File: src/rtl/bullet_hit_resolver.sv
// Per-tick collision pass: snapshots bullets/enemies/player, scans PB x enemy then EB x player, publishes survivors.
// Optional feature macro: BULLET_OFFSCREEN_CULL_EN (bullets outside the visible area are cleared while scanned).
module bullet_hit_resolver #(
  parameter int MAX_ENEMY         = 15,
  parameter int MAX_ENEMY_BULLET  = 31,
  parameter int MAX_PLAYER_BULLET = 15,
  parameter int ENEMY_W           = 32,
  parameter int ENEMY_H           = 24,
  parameter int PLAYER_W          = 24,
  parameter int PLAYER_H          = 24,
  parameter int BULLET_W          = 4,
  parameter int BULLET_H          = 8,
  parameter int SCREEN_W          = 640,
  parameter int SCREEN_H          = 480,
  parameter int KW                = $clog2(MAX_ENEMY + 1)
) (
  input  logic                            i_Clk,
  input  logic                            i_Rst,
  input  logic                            i_fStart,
  input  logic [MAX_ENEMY-1:0]            i_EnemyState,
  input  logic [19*MAX_ENEMY-1:0]         i_EnemyPosition,
  input  logic                            i_PlayerState,
  input  logic [18:0]                     i_PlayerPosition,
  input  logic [MAX_ENEMY_BULLET-1:0]     i_EnemyBulletState,
  input  logic [19*MAX_ENEMY_BULLET-1:0]  i_EnemyBulletPosition,
  input  logic [MAX_PLAYER_BULLET-1:0]    i_PlayerBulletState,
  input  logic [19*MAX_PLAYER_BULLET-1:0] i_PlayerBulletPosition,
  output logic [MAX_ENEMY-1:0]            o_EnemyState,
  output logic [MAX_ENEMY_BULLET-1:0]     o_EnemyBulletState,
  output logic [MAX_PLAYER_BULLET-1:0]    o_PlayerBulletState,
  output logic                            o_PlayerHit,
  output logic [KW-1:0]                   o_KillCount,
  output logic                            o_Busy,
  output logic                            o_fDone,
  output logic [1:0]                      o_DbgState
);

  localparam int PI_W = $clog2(MAX_PLAYER_BULLET);
  localparam int EI_W = $clog2(MAX_ENEMY);
  localparam int BI_W = $clog2(MAX_ENEMY_BULLET);

  localparam logic [PI_W-1:0] P_LAST = PI_W'(MAX_PLAYER_BULLET - 1);
  localparam logic [EI_W-1:0] E_LAST = EI_W'(MAX_ENEMY - 1);
  localparam logic [BI_W-1:0] B_LAST = BI_W'(MAX_ENEMY_BULLET - 1);

  localparam logic [10:0] EN_W11 = 11'(ENEMY_W);
  localparam logic [9:0]  EN_H10 = 10'(ENEMY_H);
  localparam logic [10:0] PL_W11 = 11'(PLAYER_W);
  localparam logic [9:0]  PL_H10 = 10'(PLAYER_H);
  localparam logic [10:0] BU_W11 = 11'(BULLET_W);
  localparam logic [9:0]  BU_H10 = 10'(BULLET_H);

  typedef enum logic [1:0] {S_IDLE, S_SCAN_PB, S_SCAN_EB, S_DONE} state_t;

  state_t                            state_q;
  logic [PI_W-1:0]                   p_q;
  logic [EI_W-1:0]                   e_q;
  logic [BI_W-1:0]                   b_q;
  logic [MAX_ENEMY-1:0]              en_q, en_d;
  logic [19*MAX_ENEMY-1:0]           en_pos_q;
  logic                              pl_alive_q;
  logic [18:0]                       pl_pos_q;
  logic [MAX_ENEMY_BULLET-1:0]       eb_q, eb_d;
  logic [19*MAX_ENEMY_BULLET-1:0]    eb_pos_q;
  logic [MAX_PLAYER_BULLET-1:0]      pb_q, pb_d;
  logic [19*MAX_PLAYER_BULLET-1:0]   pb_pos_q;
  logic                              hit_q, hit_d;
  logic [KW-1:0]                     kill_q, kill_d;

  // Strict AABB test; operands widened by one bit so x+w / y+h never wrap.
  function automatic logic overlap(input logic [9:0] ax, input logic [8:0] ay,
                                   input logic [10:0] aw, input logic [9:0] ah,
                                   input logic [9:0] bx, input logic [8:0] by,
                                   input logic [10:0] bw, input logic [9:0] bh);
    logic [10:0] ax_e, bx_e;
    logic [9:0]  ay_e, by_e;
    ax_e = {1'b0, ax};
    bx_e = {1'b0, bx};
    ay_e = {1'b0, ay};
    by_e = {1'b0, by};
    overlap = (ax_e < bx_e + bw) && (bx_e < ax_e + aw) &&
              (ay_e < by_e + bh) && (by_e < ay_e + ah);
  endfunction

  logic [18:0] pb_pos, en_pos, eb_pos;
  logic        pb_hit, eb_hit, pb_cull, eb_cull;

  assign pb_pos = pb_pos_q[19*int'(p_q) +: 19];
  assign en_pos = en_pos_q[19*int'(e_q) +: 19];
  assign eb_pos = eb_pos_q[19*int'(b_q) +: 19];

  assign pb_hit = overlap(pb_pos[18:9], pb_pos[8:0], BU_W11, BU_H10,
                          en_pos[18:9], en_pos[8:0], EN_W11, EN_H10);
  assign eb_hit = overlap(eb_pos[18:9], eb_pos[8:0], BU_W11, BU_H10,
                          pl_pos_q[18:9], pl_pos_q[8:0], PL_W11, PL_H10);

`ifdef BULLET_OFFSCREEN_CULL_EN
  function automatic logic offscreen(input logic [18:0] pos);
    offscreen = ({1'b0, pos[18:9]} >= 11'(SCREEN_W)) || ({1'b0, pos[8:0]} >= 10'(SCREEN_H));
  endfunction
  assign pb_cull = offscreen(pb_pos);
  assign eb_cull = offscreen(eb_pos);
`else
  assign pb_cull = 1'b0;
  assign eb_cull = 1'b0;
`endif

  always_comb begin
    en_d   = en_q;
    pb_d   = pb_q;
    eb_d   = eb_q;
    hit_d  = hit_q;
    kill_d = kill_q;
    if (state_q == S_SCAN_PB && pb_q[p_q]) begin
      if (pb_cull) begin
        pb_d[p_q] = 1'b0;
      end else if (en_q[e_q] && pb_hit) begin
        pb_d[p_q] = 1'b0;
        en_d[e_q] = 1'b0;
        kill_d    = kill_q + KW'(1);
      end
    end
    if (state_q == S_SCAN_EB && eb_q[b_q]) begin
      if (eb_cull) begin
        eb_d[b_q] = 1'b0;
      end else if (pl_alive_q && eb_hit) begin
        eb_d[b_q] = 1'b0;
        hit_d     = 1'b1;
      end
    end
  end

  always_ff @(posedge i_Clk) begin
    if (i_Rst) begin
      state_q             <= S_IDLE;
      p_q                 <= '0;
      e_q                 <= '0;
      b_q                 <= '0;
      en_q                <= '0;
      en_pos_q            <= '0;
      pl_alive_q          <= 1'b0;
      pl_pos_q            <= '0;
      eb_q                <= '0;
      eb_pos_q            <= '0;
      pb_q                <= '0;
      pb_pos_q            <= '0;
      hit_q               <= 1'b0;
      kill_q              <= '0;
      o_EnemyState        <= '0;
      o_EnemyBulletState  <= '0;
      o_PlayerBulletState <= '0;
      o_PlayerHit         <= 1'b0;
      o_KillCount         <= '0;
      o_Busy              <= 1'b0;
      o_fDone             <= 1'b0;
    end else begin
      o_fDone <= 1'b0;
      en_q    <= en_d;
      pb_q    <= pb_d;
      eb_q    <= eb_d;
      hit_q   <= hit_d;
      kill_q  <= kill_d;
      case (state_q)
        S_IDLE: begin
          if (i_fStart) begin
            en_q       <= i_EnemyState;
            en_pos_q   <= i_EnemyPosition;
            pl_alive_q <= i_PlayerState;
            pl_pos_q   <= i_PlayerPosition;
            eb_q       <= i_EnemyBulletState;
            eb_pos_q   <= i_EnemyBulletPosition;
            pb_q       <= i_PlayerBulletState;
            pb_pos_q   <= i_PlayerBulletPosition;
            hit_q      <= 1'b0;
            kill_q     <= '0;
            p_q        <= '0;
            e_q        <= '0;
            b_q        <= '0;
            o_Busy     <= 1'b1;
            state_q    <= S_SCAN_PB;
          end
        end
        S_SCAN_PB: begin
          if (e_q == E_LAST) begin
            e_q <= '0;
            if (p_q == P_LAST) begin
              p_q     <= '0;
              state_q <= S_SCAN_EB;
            end else begin
              p_q <= p_q + PI_W'(1);
            end
          end else begin
            e_q <= e_q + EI_W'(1);
          end
        end
        S_SCAN_EB: begin
          if (b_q == B_LAST) begin
            // Publish including the last bullet's result computed this cycle.
            b_q                 <= '0;
            state_q             <= S_DONE;
            o_EnemyState        <= en_d;
            o_EnemyBulletState  <= eb_d;
            o_PlayerBulletState <= pb_d;
            o_PlayerHit         <= hit_d;
            o_KillCount         <= kill_d;
            o_fDone             <= 1'b1;
            o_Busy              <= 1'b0;
          end else begin
            b_q <= b_q + BI_W'(1);
          end
        end
        S_DONE:  state_q <= S_IDLE;
        default: state_q <= S_IDLE;
      endcase
    end
  end

  assign o_DbgState = state_q;

endmodule

File: config.mk
export PLATFORM = sky130hd
export DESIGN_NAME = bullet_hit_resolver
export DESIGN_NICKNAME = d
export VERILOG_FILES = /design/src/rtl/bullet_hit_resolver.sv
export SDC_FILE = /design/constraint.sdc
export NUM_CORES = 2
export LEC_CHECK = 0
export ABC_AREA = 1
export CORE_AREA = 8 8 507 509
export DETAILED_ROUTE_END_ITERATION = 10
export DIE_AREA = 0 0 515 517
export GPL_TIMING_DRIVEN = 0
export PLACE_DENSITY = 0.44
export SKIP_LAST_GASP = 1
export SLEW_MARGIN = 20
export SYNTH_ARGS = -nofsm -noshare
export SYNTH_HDL_FRONTEND = slang
export SYNTH_SLANG_ARGS = --single-unit
File: constraint.sdc
create_clock -name i_Clk -period 5 [get_ports i_Clk]
set_input_delay 1 -clock i_Clk [delete_from_list [all_inputs] [get_ports i_Clk]]
set_output_delay 1 -clock i_Clk [all_outputs]
set_load 0.02 [all_outputs]
### Word-level counts from Yosys, hierarchy flattened

Index checks and enable logic that the tools add are counted.

* eq/ne operators: 10
* $lt $le $gt $ge: 14
* mux-type cells: 50
* reductions and logical operators: 24
* shift-type cells: 3
* add/subtract/negate cells: 12
* $mul: 3
* bitwise operators: 7

Operators by type and width (number)
* $shiftx 589x11->19: 1
* $shiftx 285x10->19: 2
* $mux 31: 4
* $mux 15: 8
* $lt 10x11->1: 4
* $lt 9x10->1: 4
* $mux 4: 8
* $and 31x31->31: 1
* $not 31->31: 1
* $and 15x15->15: 2
* $not 15->15: 2
* $add 10x3->11 const B: 2
* $add 9x4->10 const B: 2
* $add 9x5->10 const B: 2
* $mul 5x4->9 const A: 2
* $pmux 4 s2: 2
* $logic_and 1x1->1: 13
* $mux 1: 13
* $add 4x1->4 const B: 3
* $add 10x5->11 const B: 1
* $add 10x6->11 const B: 1
* $lt 4x5->1 const B: 2
* $mul 5x5->10 const A: 1
* $mux 5: 2
* 25 further kinds: 40

* flip-flop bits (word level): 1328
* output and inout bits: 70
* logic and storage cells: 144
* input bits: 1243

### Depth between registers and ports, before layout

* word-level depth: 12
* depth in mapped cells: 29
* depth with buffers taken out: 25

### Worst setup path after synthesis

Ideal clock, no wire load.

* path kind: reg2reg
* from: register p_q[1]
* to: register en_q[0]
* setup time: 0.128 ns
* arrival time: 3.776 ns
* cell stages (with the launch flop): 26
* period minus slack after synthesis: 3.904 ns
* slack: 1.096 ns
* buffers on the path: 5
* data required time: 4.872 ns
* cell sequence: dfxtp_1 -> buf_4 -> nand2_2 -> inv_2 -> buf_4 -> buf_2 -> clkbuf_1 -> a22oi_1 -> nand2_1 -> a221oi_1 -> nand3_1 -> ha_1 -> nand3_2 -> nor3_1 -> xor2_1 -> ha_1 -> a21o_1 -> a21oi_1 -> nor2_1 -> nor2_1 -> nand3_1 -> nor2_4 -> nand2_2 -> buf_4 -> o21ai_2 -> a21oi_1

* longest elaborated chain between the ends: 12
* elaborated cells on any way between the ends: 19
* classes of those cells: add/sub (2); mul (1); order compare (4); shift (1); mux (6); reduce/logical (5)

Ends and longest elaborated chain
* start: declaration: line 56 `logic [PI_W-1:0] p_q;`
* start signal: assignment: line 190 `p_q <= p_q + PI_W'(1);`
* $mul 5x4->9: line 88 `assign pb_pos = pb_pos_q[19*int'(p_q) +: 19];`
* $shiftx 285x10->19: line 88
* $add 10x3->11: line 81 `overlap = (ax_e < bx_e + bw) && (bx_e < ax_e + aw) &&`
* $lt 10x11->1: line 81
* $logic_and 1x1->1 (2 in a row): line 81
* $logic_and 1x1->1: line 82 `(ay_e < by_e + bh) && (by_e < ay_e + ah);`
* $logic_and 1x1->1: line 117 `end else if (en_q[e_q] && pb_hit) begin`
* $mux 15: line 117
* $mux 15 (*): line 114 `if (state_q == S_SCAN_PB && pb_q[p_q]) begin`
* $mux 15: line 165 `if (i_fStart) begin`
* $mux 15 (*): line 163 `case (state_q)`
* end signal: assignment: line 158 `en_q <= en_d;`
* end signal: assignment: line 166 `en_q <= i_EnemyState;`
* end: declaration: line 59 `logic [MAX_ENEMY-1:0] en_q, en_d;`

Mark *: on every way between the ends. The rest lies on a longest branch, timed or not. The select of a mux whose other input is x is not followed.
A chain may end at the register's enable or synchronous reset.

### Worst setup path in the final report

* from: register b_q[0]
* to: register o_EnemyBulletState[16]

* longest elaborated chain between the ends: 10
* elaborated cells on any way between the ends: 26
* classes of those cells: add/sub (2); mul (1); order compare (6); eq/ne (1); shift (1); mux (6); bitwise (2); reduce/logical (7)

Ends and longest elaborated chain
* start: declaration: line 58 `logic [BI_W-1:0] b_q;`
* start signal: assignment: line 209 `b_q <= b_q + BI_W'(1);`
* $mul 5x5->10: line 90 `assign eb_pos = eb_pos_q[19*int'(b_q) +: 19];`
* $shiftx 589x11->19: line 90
* $add 10x3->11: line 81
* $lt 10x11->1: line 81
* $logic_and 1x1->1 (2 in a row): line 81
* $logic_and 1x1->1: line 82
* $logic_and 1x1->1: line 126 `end else if (pl_alive_q && eb_hit) begin`
* $mux 31: line 126
* $mux 31: line 123 `if (state_q == S_SCAN_EB && eb_q[b_q]) begin`
* end signal: assignment: line 150 `o_EnemyBulletState <= '0;`
* end signal: assignment: line 202 `o_EnemyBulletState <= eb_d;`
* end: declaration: line 29 `output logic [MAX_ENEMY_BULLET-1:0] o_EnemyBulletState,`

Several ways; a longest one is shown, not always the timed one. The select of a mux whose other input is x is not followed.

==> flow_summary.yaml <==
setup_path:
  worstPathArrival_ns: 5.69
  cp-end-kind: "register"
  max_stage_delay_ns: 0.39
  reg2reg_from: "b_q[0]$_SDFFE_PP0P_"
  cp-start-kind: "register"
  r2r_slack_ns: -0.01
  reg2reg_depth: 28
  cp_slowest_cell: "dfxtp_4"
  critPathMaxFanout: 19
  crit_path_frequent_cell: "nand2_1"
  r2r-end: "o_EnemyBulletState[16]$_SDFFE_PP0P_"
  cp.required_ns: 5.68
  worstSetupPathType: "register to register"
routing:
  routedWlPerCell_um: 32.6
  drt_iter0_drc: 7213
  drc: 0
  viasPerCell: 4.99
  vias: 67400
  firstDrtPassIters: 6
  ant_nets: 0
  drt_wl_total_um: 439000
sta:
  finalSetupViolCount: 4
  setup_ws_ns: -0.0106
  hold_viol: 0
  fin_crit_ns: 5.01
  finalSetupTns_ns: -0.0210
  relSlewSlack: 0.203
  fin_worst_skew_ns: 0.0671
  finalCritPeriodShare: 1.00
  slew_viol_final: 0
  tightestPinTransition_ns: 1.20
  rsz0062_at_grt: "yes"
  fmax_mhz: 200
cells_and_area:
  drive_gt1_frac: 0.0553
  fin_nets: 11300
  mostFrequentLayoutCell: "nor2_1"
  syn2layout_area_growth_pct: 41.5
  fin_util: 0.332
  fillers: 27300
  layout_common_cells: "nor2_1, o21ai_0, dfxtp_1"
synth:
  synthesis.instances: 8470
  netlist_area_sq_um: 58500
  yosys_warnings: 0
  synthArstFlopShare: 0
  synth.avg_cell_area_sq_um: 6.91
  synth_seq_area_share: 0.454
  synth_seq_cells: 1328
  synth-edff-count: 0
  synth_nets: 9795
  synth_flop_cell: "dfxtp_1"
  synth_cell_types: 52
  yosysTopAreaCell: "dfxtp_1"
  yosysTopAreaCellShare: 0.454
  synthTopCellsByArea: "dfxtp_1, nor2_1, o21ai_0"
clock_tree:
  cts.clk_slew.worst_paths_ns: 0.06
  clock_sinks: 1328
  h-tree-depth: 4
  cts_tree: "built"
  hold_buffers: 0
  clkLatencyLatePin_ns: 0.84
  numCtsBuffers: 164
  root_buffer: "clkbuf_16"
  cts_buffer_depth: 3
global_routing:
  grt_use_total: 0.313
  grt_max_degree: 20
  grt_pass1_wl_um: 571000
  antenna_found_initial: 106
  grt_pass1_vias: 64800
  gr-total-overflow: 0
min_path:
  hp-class: "register to register"
  min_to: "eb_pos_q[91]$_SDFFE_PP0P_"
  min-delay-start: "eb_pos_q[91]$_SDFFE_PP0P_"
  hold_path_depth: 2
placement:
  io_buffers: 1312
  gp_congestion: 1.03
  pre_cts_slack_ns: -2.71
  dp_hpwl_um: 366000
floorplan:
  dieWidth_um: 515
  die-area_sq_um: 266000
  io_pins: 1313
  coreArea_sq_um: 250000
  rows: 184
  die_h_um: 517
  initial_utilization: 0.234
power_and_ir_drop:
  power_density_nw_per_um2: 572
  vdd_drop_max_mv: 0.365
  finalPower_mw: 47.4
  p_leak_nw: 32.9
outcome:
  status: "finished, violations left"
  violations: "negative setup slack"
flow_run:
  drv_cap: 0
## how the worst max path moves through the flow
| stage | start | end | depth (start not counted) |
|---|---|---|---|
| global route | e_q[1]$_SDFFE_PP0P_ | en_q[1]$_SDFF_PP0_ | 23 |
| floorplan | p_q[1]$_SDFFE_PP0P_ | en_q[0]$_SDFF_PP0_ | 25 |
| finish | b_q[0]$_SDFFE_PP0P_ | o_EnemyBulletState[16]$_SDFFE_PP0P_ | 28 |
| CTS | p_q[1]$_SDFFE_PP0P_ | en_q[0]$_SDFF_PP0_ | 26 |
| detailed placement | b_q[0]$_SDFFE_PP0P_ | eb_q[29]$_SDFF_PP0_ | 27 |
| global placement | b_q[0]$_SDFFE_PP0P_ | eb_q[29]$_SDFF_PP0_ | 27 |
## flip-flops by register name, summed over array words and instances (netlist names), 4 cells and up
name	flops
b_q	5
e_q	4
eb_pos_q	589
eb_q	31
en_pos_q	285
en_q	15
kill_q	4
o_EnemyBulletState	31
o_EnemyState	15
o_KillCount	4
o_PlayerBulletState	15
p_q	4
pb_pos_q	285
pb_q	15
pl_pos_q	19
## cell usage after synthesis, drive strengths merged (5+ instances only)
master   number
a211oi        9
a21oi       360
a221oi       18
a22o          8
a22oi       139
a31oi         6
buf         140
clkbuf      477
dfxtp      1328
ha           82
inv         298
nand2      1236
nand3       223
nand3b        7
nand4        66
nor2       2424
nor3         19
o2111ai      14
o211ai       18
o21ai      1517
o22ai        14
or2           7
xnor2         5
xor2         31
## report_power, final
group | internal, mW | switching, mW
Combinational | 5.56 | 13.5
Clock | 7.76 | 5.34
Sequential | 13.3 | 1.84
## routing by layer
layer / global-route usage / share of wire / vias to the layer above
li1: - / - / 30700
met1: 0.376 / 0.39 / 32300
met2: 0.511 / 0.45 / 3446
met3: 0.0721 / 0.082 / 822
met4: 0.187 / 0.073 / 36
met5: 0 / 0.00049 / -
## repair_timing
action / CTS / global route
pin swaps: 13 / 6
gates resized for setup: 201 / 68
cloned: 0 / 0
buffers inserted: 11 / 3
setup endpoints to repair: 140 / 131
## worst max-delay path, delay by kind of cell (launching register included)
kind	cells	cell delay, ns
AOI/OAI and AO/OA	2	0.38
buffers and inverters	11	2.10
adders and majority gates	1	0.23
and+or+nand+nor	14	1.68
DFF	1	0.39
## cell families (layout without fill, tap and decap cells)
group | after synthesis | in the layout | synth area share
flip-flops | 1328 | 1328 | 0.454
XOR/XNOR | 36 | 36 | 0.00539
AND/OR/NAND/NOR | 3986 | 3986 | 0.266
buffers and inverters | 917 | 2540 | 0.0627
other | 0 | 48 | 0
AO/OA/AOI/OAI | 2121 | 2121 | 0.194
adder cells (fa/ha/maj) | 82 | 82 | 0.0175
## cell type report
cell class	count	area, sq um	share of cell area
Antenna cell	48	120	0.00145
Buffer	607	2970	0.0359
Clock inverter	62	1090	0.0132
Multi-Input combinational cell	6225	28500	0.344
Clock buffer	240	4800	0.0580
Tap cell	3348	4190	0.0506
Sequential cell	1328	26600	0.321
Timing Repair Buffer	1331	13400	0.162
Inverter	300	1140	0.0138
## metrics by stage
step	hold WS, ns	cells	area (sq um)
floorplan	0.424	8470	58500
global placement	0.440	13100	75800
detailed placement	0.446	13100	76000
CTS	0.455	13400	82500
global route	0.469	13500	82700
finish	0.452	13500	82800
(Power assumes the default switching activity.)
